`config.mk`:
```
export PLATFORM = sky130hd
export DESIGN_NAME = fp_convert_seq
export DESIGN_NICKNAME = d
export VERILOG_FILES = /design/src/rtl/fp_convert_pkg.sv /design/src/rtl/fp_round_sat.sv /design/src/rtl/fp_convert_seq.sv
export SDC_FILE = /design/constraint.sdc
export NUM_CORES = 1
export LEC_CHECK = 0
export CAP_MARGIN = 20
export CORE_MARGIN = 4
export CORE_UTILIZATION = 49
export DETAILED_ROUTE_END_ITERATION = 7
export GPL_TIMING_DRIVEN = 1
export PLACE_DENSITY = 0.8
export SYNTH_ARGS = -nofsm -noshare
export SYNTH_HDL_FRONTEND = slang
export SYNTH_SLANG_ARGS = --single-unit
```
`constraint.sdc`:
```
create_clock -name clk -period 1.7 [get_ports clk]
set_input_delay 0.255 -clock clk [delete_from_list [all_inputs] [get_ports clk]]
set_output_delay 0.255 -clock clk [all_outputs]
set_load 0.03 [all_outputs]
```
`src/rtl/fp_convert_pkg.sv`:
```
// Shared types and elaboration-time helpers for the integer-to-float converter.
package fp_convert_pkg;

  typedef enum logic [1:0] {
    IDLE  = 2'd0,
    NORM  = 2'd1,
    ROUND = 2'd2,
    DONE  = 2'd3
  } state_t;

  // Ceiling log2; callers guarantee v >= 2.
  function automatic int clog2(input int v);
    int r;
    r = 0;
    while ((1 << r) < v) r++;
    return r;
  endfunction

  // Exponent of the unshifted input: all IN_W-SIG_W low bits dropped.
  function automatic int calc_e0(input int in_w, input int sig_w);
    return in_w - sig_w;
  endfunction

  function automatic int calc_emax(input int exp_w);
    return (1 << exp_w) - 1;
  endfunction

endpackage

```
`src/rtl/fp_round_sat.sv`:
```
// Round-to-nearest on the first dropped bit, exponent bump on carry-out,
// and clamp to the largest representable value when the exponent overflows.
module fp_round_sat
  import fp_convert_pkg::*;
#(
  parameter int EXP_W = 3,
  parameter int SIG_W = 4,
  parameter int CNT_W = 4
) (
  input  logic [SIG_W-1:0] s,
  input  logic             r,
  input  logic [CNT_W-1:0] cnt,
  output logic [EXP_W-1:0] exp,
  output logic [SIG_W-1:0] sig,
  output logic             sat
);

  localparam int EMAX = calc_emax(EXP_W);

  logic [SIG_W:0]   s2;
  logic [CNT_W:0]   e_full;
  logic [SIG_W-1:0] sig_rnd;

  // Add the round bit; a carry-out renormalises to 100..0 with one more exponent.
  always_comb begin
    s2      = {1'b0, s} + {{SIG_W{1'b0}}, r};
    e_full  = {1'b0, cnt};
    sig_rnd = s2[SIG_W-1:0];
    if (s2[SIG_W]) begin
      sig_rnd = {1'b1, {(SIG_W-1){1'b0}}};
      e_full  = e_full + {{CNT_W{1'b0}}, 1'b1};
    end
  end

  // Exponent beyond EMAX cannot be encoded: saturate.
  always_comb begin
    if (int'(e_full) > EMAX) begin
      exp = EXP_W'(EMAX);
      sig = '1;
      sat = 1'b1;
    end else begin
      exp = EXP_W'(e_full);
      sig = sig_rnd;
      sat = 1'b0;
    end
  end

endmodule

```
`src/rtl/fp_convert_seq.sv`:
```
// Sequential two's-complement integer to sign/exponent/significand converter.
// Normalises one bit per cycle, then rounds and saturates in a single cycle.
//
// state | meaning
// IDLE  | ready for a sample, in_ready=1
// NORM  | shifting magnitude left until MSB set or exponent reaches 0
// ROUND | round/saturate and register the result
// DONE  | result held with out_valid=1 until out_ready
module fp_convert_seq
  import fp_convert_pkg::*;
#(
  parameter int IN_W  = 12,
  parameter int EXP_W = 3,
  parameter int SIG_W = 4
) (
  input  logic             clk,
  input  logic             rst_n,
  input  logic             in_valid,
  output logic             in_ready,
  input  logic [IN_W-1:0]  din,
  output logic             out_valid,
  input  logic             out_ready,
  output logic             sign,
  output logic [EXP_W-1:0] exp,
  output logic [SIG_W-1:0] sig,
  output logic             sat
);

  localparam int E0    = calc_e0(IN_W, SIG_W);
  localparam int CNT_W = clog2(E0 + 1);

  state_t           state;
  logic [IN_W-1:0]  mag;
  logic [CNT_W-1:0] cnt;
  logic             sign_r;
  logic [IN_W-1:0]  din_mag;
  logic [EXP_W-1:0] rs_exp;
  logic [SIG_W-1:0] rs_sig;
  logic             rs_sat;

  // Magnitude as unsigned; the most negative input maps to 100..0 without overflow.
  always_comb begin
    din_mag = din[IN_W-1] ? (~din + {{(IN_W-1){1'b0}}, 1'b1}) : din;
  end

  fp_round_sat #(
    .EXP_W (EXP_W),
    .SIG_W (SIG_W),
    .CNT_W (CNT_W)
  ) u_round_sat (
    .s   (mag[IN_W-1 -: SIG_W]),
    .r   (mag[IN_W-1-SIG_W]),
    .cnt (cnt),
    .exp (rs_exp),
    .sig (rs_sig),
    .sat (rs_sat)
  );

  // Control FSM with registered handshake and result outputs.
  always_ff @(posedge clk or negedge rst_n) begin
    if (!rst_n) begin
      state     <= IDLE;
      mag       <= '0;
      cnt       <= '0;
      sign_r    <= 1'b0;
      in_ready  <= 1'b0;
      out_valid <= 1'b0;
      sign      <= 1'b0;
      exp       <= '0;
      sig       <= '0;
      sat       <= 1'b0;
    end else begin
      case (state)
        IDLE: begin
          if (in_valid && in_ready) begin
            sign_r   <= din[IN_W-1];
            mag      <= din_mag;
            cnt      <= CNT_W'(E0);
            in_ready <= 1'b0;
            state    <= NORM;
          end else begin
            in_ready <= 1'b1;
          end
        end
        NORM: begin
          if (mag[IN_W-1] || (cnt == '0)) begin
            state <= ROUND;
          end else begin
            mag <= {mag[IN_W-2:0], 1'b0};
            cnt <= cnt - CNT_W'(1);
          end
        end
        ROUND: begin
          sign      <= sign_r;
          exp       <= rs_exp;
          sig       <= rs_sig;
          sat       <= rs_sat;
          out_valid <= 1'b1;
          state     <= DONE;
        end
        DONE: begin
          if (out_ready) begin
            out_valid <= 1'b0;
            in_ready  <= 1'b1;
            state     <= IDLE;
          end
        end
        default: state <= IDLE;
      endcase
    end
  end

endmodule
```
Word level (Yosys, flattened, before mapping):

Cells that the tools add are included.

* word-level logic and storage cells: 56
* input bits: 16
* bits in writable memories: 0
* register bits after elaboration: 30
* memories kept: 0
* output and inout bits: 11
* memory bits (read-only): 0
* latch bits: 0

* $lt $le $gt $ge: 1
* equal/unequal tests: 7
* divide/modulo/power cells: 0
* muxes and demuxes: 21
* shifts and indexed selects: 0
* reduce and logical (&&, ||, !) cells: 12
* bitwise gates (word level): 1
* multipliers: 0
* add/subtract/negate cells: 4

Operator list (number)
* two-way mux 12 bit: 3
* case mux 12 bit (2 select lines): 1
* two-way mux 4 bit: 4
* adder 12 x 1 -> 12 bit (second input constant): 1
* NOT 12 bit: 1
* != test 2 bit (second input constant): 4
* case mux 2 bit (4 select lines): 1
* case mux 4 bit (2 select lines): 1
* two-way mux 2 bit: 3
* AND reduction 2 bit: 3
* AND reduction 3 bit: 2
* nonzero test 2 bit: 3
* adder 4 x 1 -> 5 bit: 1
* adder 4 x 1 -> 5 bit (second input constant): 1
* greater-than comparator 5 x 3 -> 1 bit (second input constant): 1
* two-way mux 5 bit: 1
* == test 2 bit (second input constant): 2
* logical NOT 4 bit: 1
* two-way mux 1 bit: 4
* case mux 1 bit (2 select lines): 2
* subtractor 4 x 1 -> 4 bit (second input constant): 1
* two-way mux 3 bit: 1
* == test 2 x 1 -> 1 bit (second input constant): 1
* logical NOT 2 bit: 1
* other kinds (2): 2

Longest topological paths before layout:

* depth after elaboration: 5
* depth in mapped cells: 8
* gate-level depth less buffers: 6

Modules after synthesis:

A second synthesis with hierarchy kept.

* cell total of the unflattened synthesis: 207
* area total of the unflattened synthesis: 2020.7 um2

By module, submodules not included
* fp_convert_seq: sequential area each 750.7 um2, times used 1, area each 1752.9 um2, cells each 170
* fp_round_sat: sequential area each 0.0 um2, times used 1, area each 267.8 um2, cells each 37

Worst setup path before layout:

OpenSTA, ideal clock, no wires.

* path type: register to register
* from: register cnt[0]
* to: register mag[11]
* setup slack: -0.121 ns
* clock period less this slack: 1.821 ns
* stages on the path, launching flop included: 8
* library setup time: 0.125 ns
* arrival: 1.696 ns
* required time: 1.575 ns
* path buffers: 1
* cell sequence: dfrtp_1 inv_1 ha_1 nor3b_1 o22a_2 nor2_2 buf_2 mux2_2

* word-level cells in the longest chain between the ends: 4

Ends and longest elaborated chain
* start: declaration: line fp_convert_seq.sv:34 `logic [CNT_W-1:0] cnt;`
* start signal: assignment: line fp_convert_seq.sv:78 `cnt <= CNT_W'(E0);`
* start signal: assignment: line fp_convert_seq.sv:90 `cnt <= cnt - CNT_W'(1);`
* logical NOT 4 bit: line fp_convert_seq.sv:86 `if (mag[IN_W-1] || (cnt == '0)) begin`
* logical OR 1 bit: line fp_convert_seq.sv:86
* != test 2 bit (no source line)
* AND reduction 3 bit (no source line)
* end signal: assignment: line fp_convert_seq.sv:77 `mag <= din_mag;`
* end signal: assignment: line fp_convert_seq.sv:89 `mag <= {mag[IN_W-2:0], 1'b0};`
* end: declaration: line fp_convert_seq.sv:33 `logic [IN_W-1:0] mag;`

No other way between the ends.
A chain may end at the register's enable or synchronous reset.

Final worst setup path:

* from: register cnt[0]
* to: register mag[9]

The elaborated chain is that of the path after synthesis.

==> run_results.csv <==
group,metric,value,unit
clock_tree,cts_tree,"done",
clock_tree,cts.sink_count,30,
grt,grt_usage,19.9,%
critical_path,max_stage_delay,370,ps
critical_path,reg2reg_setup_slack,-30,ps
drt,via_per_inst,5.75,
synthesis,synth_area_leaders,"dfrtp_1, ha_1, mux2_2",
critical_path,critPathMaxFanout,4,
placed_design,dp_slack,-356,ps
clock_tree,numCtsBuffers,5,
clock_tree,clock-root-buffer,"clkbuf_8",
floorplanning,initial_core_util,51.6,%
synthesis,synth_top_area_cell,"dfrtp_1",
timing,period_needed,1730,ps
drt,drc,0,
clock_tree,cts_buffer_depth,2,
timing,rsz0062_at_grt,"yes",
hold_path,hold_class,"in2async",
run_status,violations,"negative setup slack",
floorplanning,dieArea,0.00501,mm²
run_status,outcome,"finished, violations left",
critical_path,crit_path_start_kind,"register",
critical_path,reg2reg_to,"mag[9]",
critical_path,required,1880,ps
placed_design,portBuffers,26,
synthesis,synth_area_per_cell,9.67,µm²
drt,antenna_left,0,
floorplanning,core-area,0.00374,mm²
floorplanning,io_pins,27,
synthesis,yosys.area_share.simple,21.1,%
critical_path,cp.arrival,1910,ps
critical_path,end_kind,"register",
synthesis,synthMuxAreaShare,7.38,%
grt,overflow,0,
critical_path,crit_chain,"inv_2, ha_4, nor3b_4, o22a_4, nor2_4, buf_6, mux2_2",
synthesis,synth_edf_count,0,
synthesis,syn_inst,200,
power,total_power,4.78,mW
finish,diodes,0,
timing,fin_worst_skew,9.26,ps
synthesis,synth_area,0.00193,mm²
clock_tree,path_clk_slew,70,ps
grt,grt_pass1_wl,7.92,mm
floorplanning,row_count,22,
synthesis,seq_area_frac_synth,38.8,%
synthesis,yosys_warnings,0,
timing,setup_viol,2,
drt,vias,1892,
drt,drt_iter0_drc,72,
job,maxCapViolCount,0,
critical_path,crit_slowest_cell,"dfrtp_1",
drt,wl_per_cell,16.2,µm
grt,grt_pass1_vias,1854,
grt,antenna_found_initial,0,
timing,layout_setup_ws,-28.1,ps
timing,clock.fmax,0.579,GHz
timing,holdWs,353,ps
timing,finalHoldViolations,0,
clock_tree,clk-insertion-delay-late,290,ps
synthesis,synth-seq-cells,30,
power,vdd.ir_drop.worst,1130,µV
timing,min_period_over_period,102,%
clock_tree,cts_max_level,2,
synthesis,synthArstFlopShare,100,%
timing,drv_slew,0,
floorplanning,die_w,70.8,µm
floorplanning,die_height,70.8,µm
synthesis,syn_nets,226,
drt,drt-pass1-iter-count,4,
synthesis,synth_xor_area_share,3.17,%
synthesis,synthAdderAreaFrac,6.47,%
finish,final_util,77.1,%
drt,drt_wl_total,5.33,mm
synthesis,synth_cell_type_count,42,
finish,nNetsFinal,306,
critical_path,regToRegStartpoint,"cnt[0]",
critical_path,reg2regPathDepth,7,
power,leakagePower,1.28,nW
synthesis,synth_compound_area_share,18.3,%
critical_path,worstSetupPathType,"reg2reg",
grt,grt_start_max_net_pins,31,
timing,slew_headroom,73.3,%
clock_tree,cts_hold_buf,0,
synthesis,synth_flop_cell,"dfrtp_1",
finish,drive_gt1_share,37.7,%
placed_design,dp_hpwl,3.61,mm
synthesis,synth_top_family_by_area,"simple AND/OR/NAND/NOR gates",
placed_design,gp_congestion,0.872,
power,powerDensity,1660,mW/mm²
timing,tightestPinTransition,401,ps
synthesis,synth_top_area_share,38.8,%
finish,syn_to_final_growth,49.3,%
-- cells by family (layout without fill, tap and decap cells) --
kind of cell             after synthesis  in the layout
XOR/XNOR                               7              7
flip-flops                            30             30
AO/OA/AOI/OAI                         49             49
multiplexers                          13             13
adder cells (fa/ha/maj)               10             10
AND/OR/NAND/NOR                       72             72
buffers and inverters                 19            100
-- routing by layer --
layer  vias to the layer above  track usage (%)  routed length [µm]
met3                        21             6.39                 259
li1                        902                -                   -
met5                         -                0                   0
met4                         0             6.26                 109
met2                        62             34.9                2830
met1                       907             22.8                2130
-- sequential cells by signal, summed over array words and instances, names as in the netlist --
signal     flops
exp            3
state          2
sign           1
sig            4
sign_r         1
mag           12
out_valid      1
in_ready       1
sat            1
cnt            4
-- cell usage after synthesis (all sizes together), types with 3 or more instances --
library cell and instances:
o21ai 15, o41ai 5, or4 3, xnor2 3, inv 12, clkbuf 3
nor3 4, xor2 4, nor2b 4, nand2b 6, dfrtp 30, mux2 10
nand4 3, nand2 13, ha 10, nand3 7, mux2i 3, nor2 14
nand4b 3, a21oi 11, nor3b 9, buf 4
-- metrics by stage --
step,cell area [µm²],TNS (ps),instances
4_1_cts,2710,-100,324
3_5_place_dp,2590,-2420,314
6_report,2890,-49.4,329
2_1_floorplan,1970,-186,200
5_1_grt,2890,-401,329
3_3_place_gp,2590,-1910,314
-- critical path: cells and delay by family (launching register included) --
family | cells | cell delay [ps]
buffers and inverters | 2 | 210
AND/OR/NAND/NOR | 2 | 330
flip-flops | 1 | 370
adder cells (fa/ha/maj) | 1 | 150
AO/OA/AOI/OAI | 1 | 230
multiplexers | 1 | 330
-- timing repair --
action	CTS	global route
resized for setup	6	33
endpoints found under the setup margin	18	24
pin swaps	6	12
buffers inserted	2	5
-- placed cells by master, fill, tap and decap left out, drive strengths merged, types with 2 or more instances in the layout --
cell type | synthesis | routed
mux2i | 3 | 3
dfrtp | 30 | 30
o211ai | 2 | 2
nand4 | 3 | 3
o21a | 2 | 2
buf | 4 | 54
nor2b | 4 | 4
nand2b | 6 | 6
clkdlybuf4s50 | 0 | 21
nand3 | 7 | 7
ha | 10 | 10
nor3b | 9 | 9
a2111o | 2 | 2
a21oi | 11 | 11
o311ai | 2 | 2
xnor2 | 3 | 3
clkbuf | 3 | 6
and3 | 2 | 2
or4 | 3 | 3
dlymetal6s2s | 0 | 4
xor2 | 4 | 4
a221oi | 2 | 2
mux2 | 10 | 10
nand4b | 3 | 3
nand2 | 13 | 13
o22ai | 2 | 2
inv | 12 | 12
o21ai | 15 | 15
nor3 | 4 | 4
nor2 | 14 | 14
nor4 | 2 | 2
o41ai | 5 | 5
-- worst max-delay path by stage --
stage	start	to	slack, ps	cells past startpoint
finish	cnt[0]	mag[9]	-30	7
global route	state[1]	mag[10]	-60	7
CTS	state[0]	mag[11]	-30	7
detailed placement	din[0]	mag[4]	-360	7
global placement	din[2]	mag[10]	-310	5
floorplan	cnt[0]	mag[11]	-40	7
-- final cells by class --
cell class | instances | area, µm²
multi-input cells | 151 | 1240
fillers | 271 | 857
flip-flops and latches | 30 | 752
repair buffers | 80 | 693
clock buffers | 6 | 82.6
well taps | 48 | 60.1
inverters | 12 | 45.0
clock inverters | 2 | 12.5
-- where the power goes --
group	internal, mW	switching [mW]	total [mW]
sequential	1.03	0.234	1.26
clock	0.325	0.291	0.615
combinational	1.50	1.40	2.90
(Power assumes the default switching activity.)
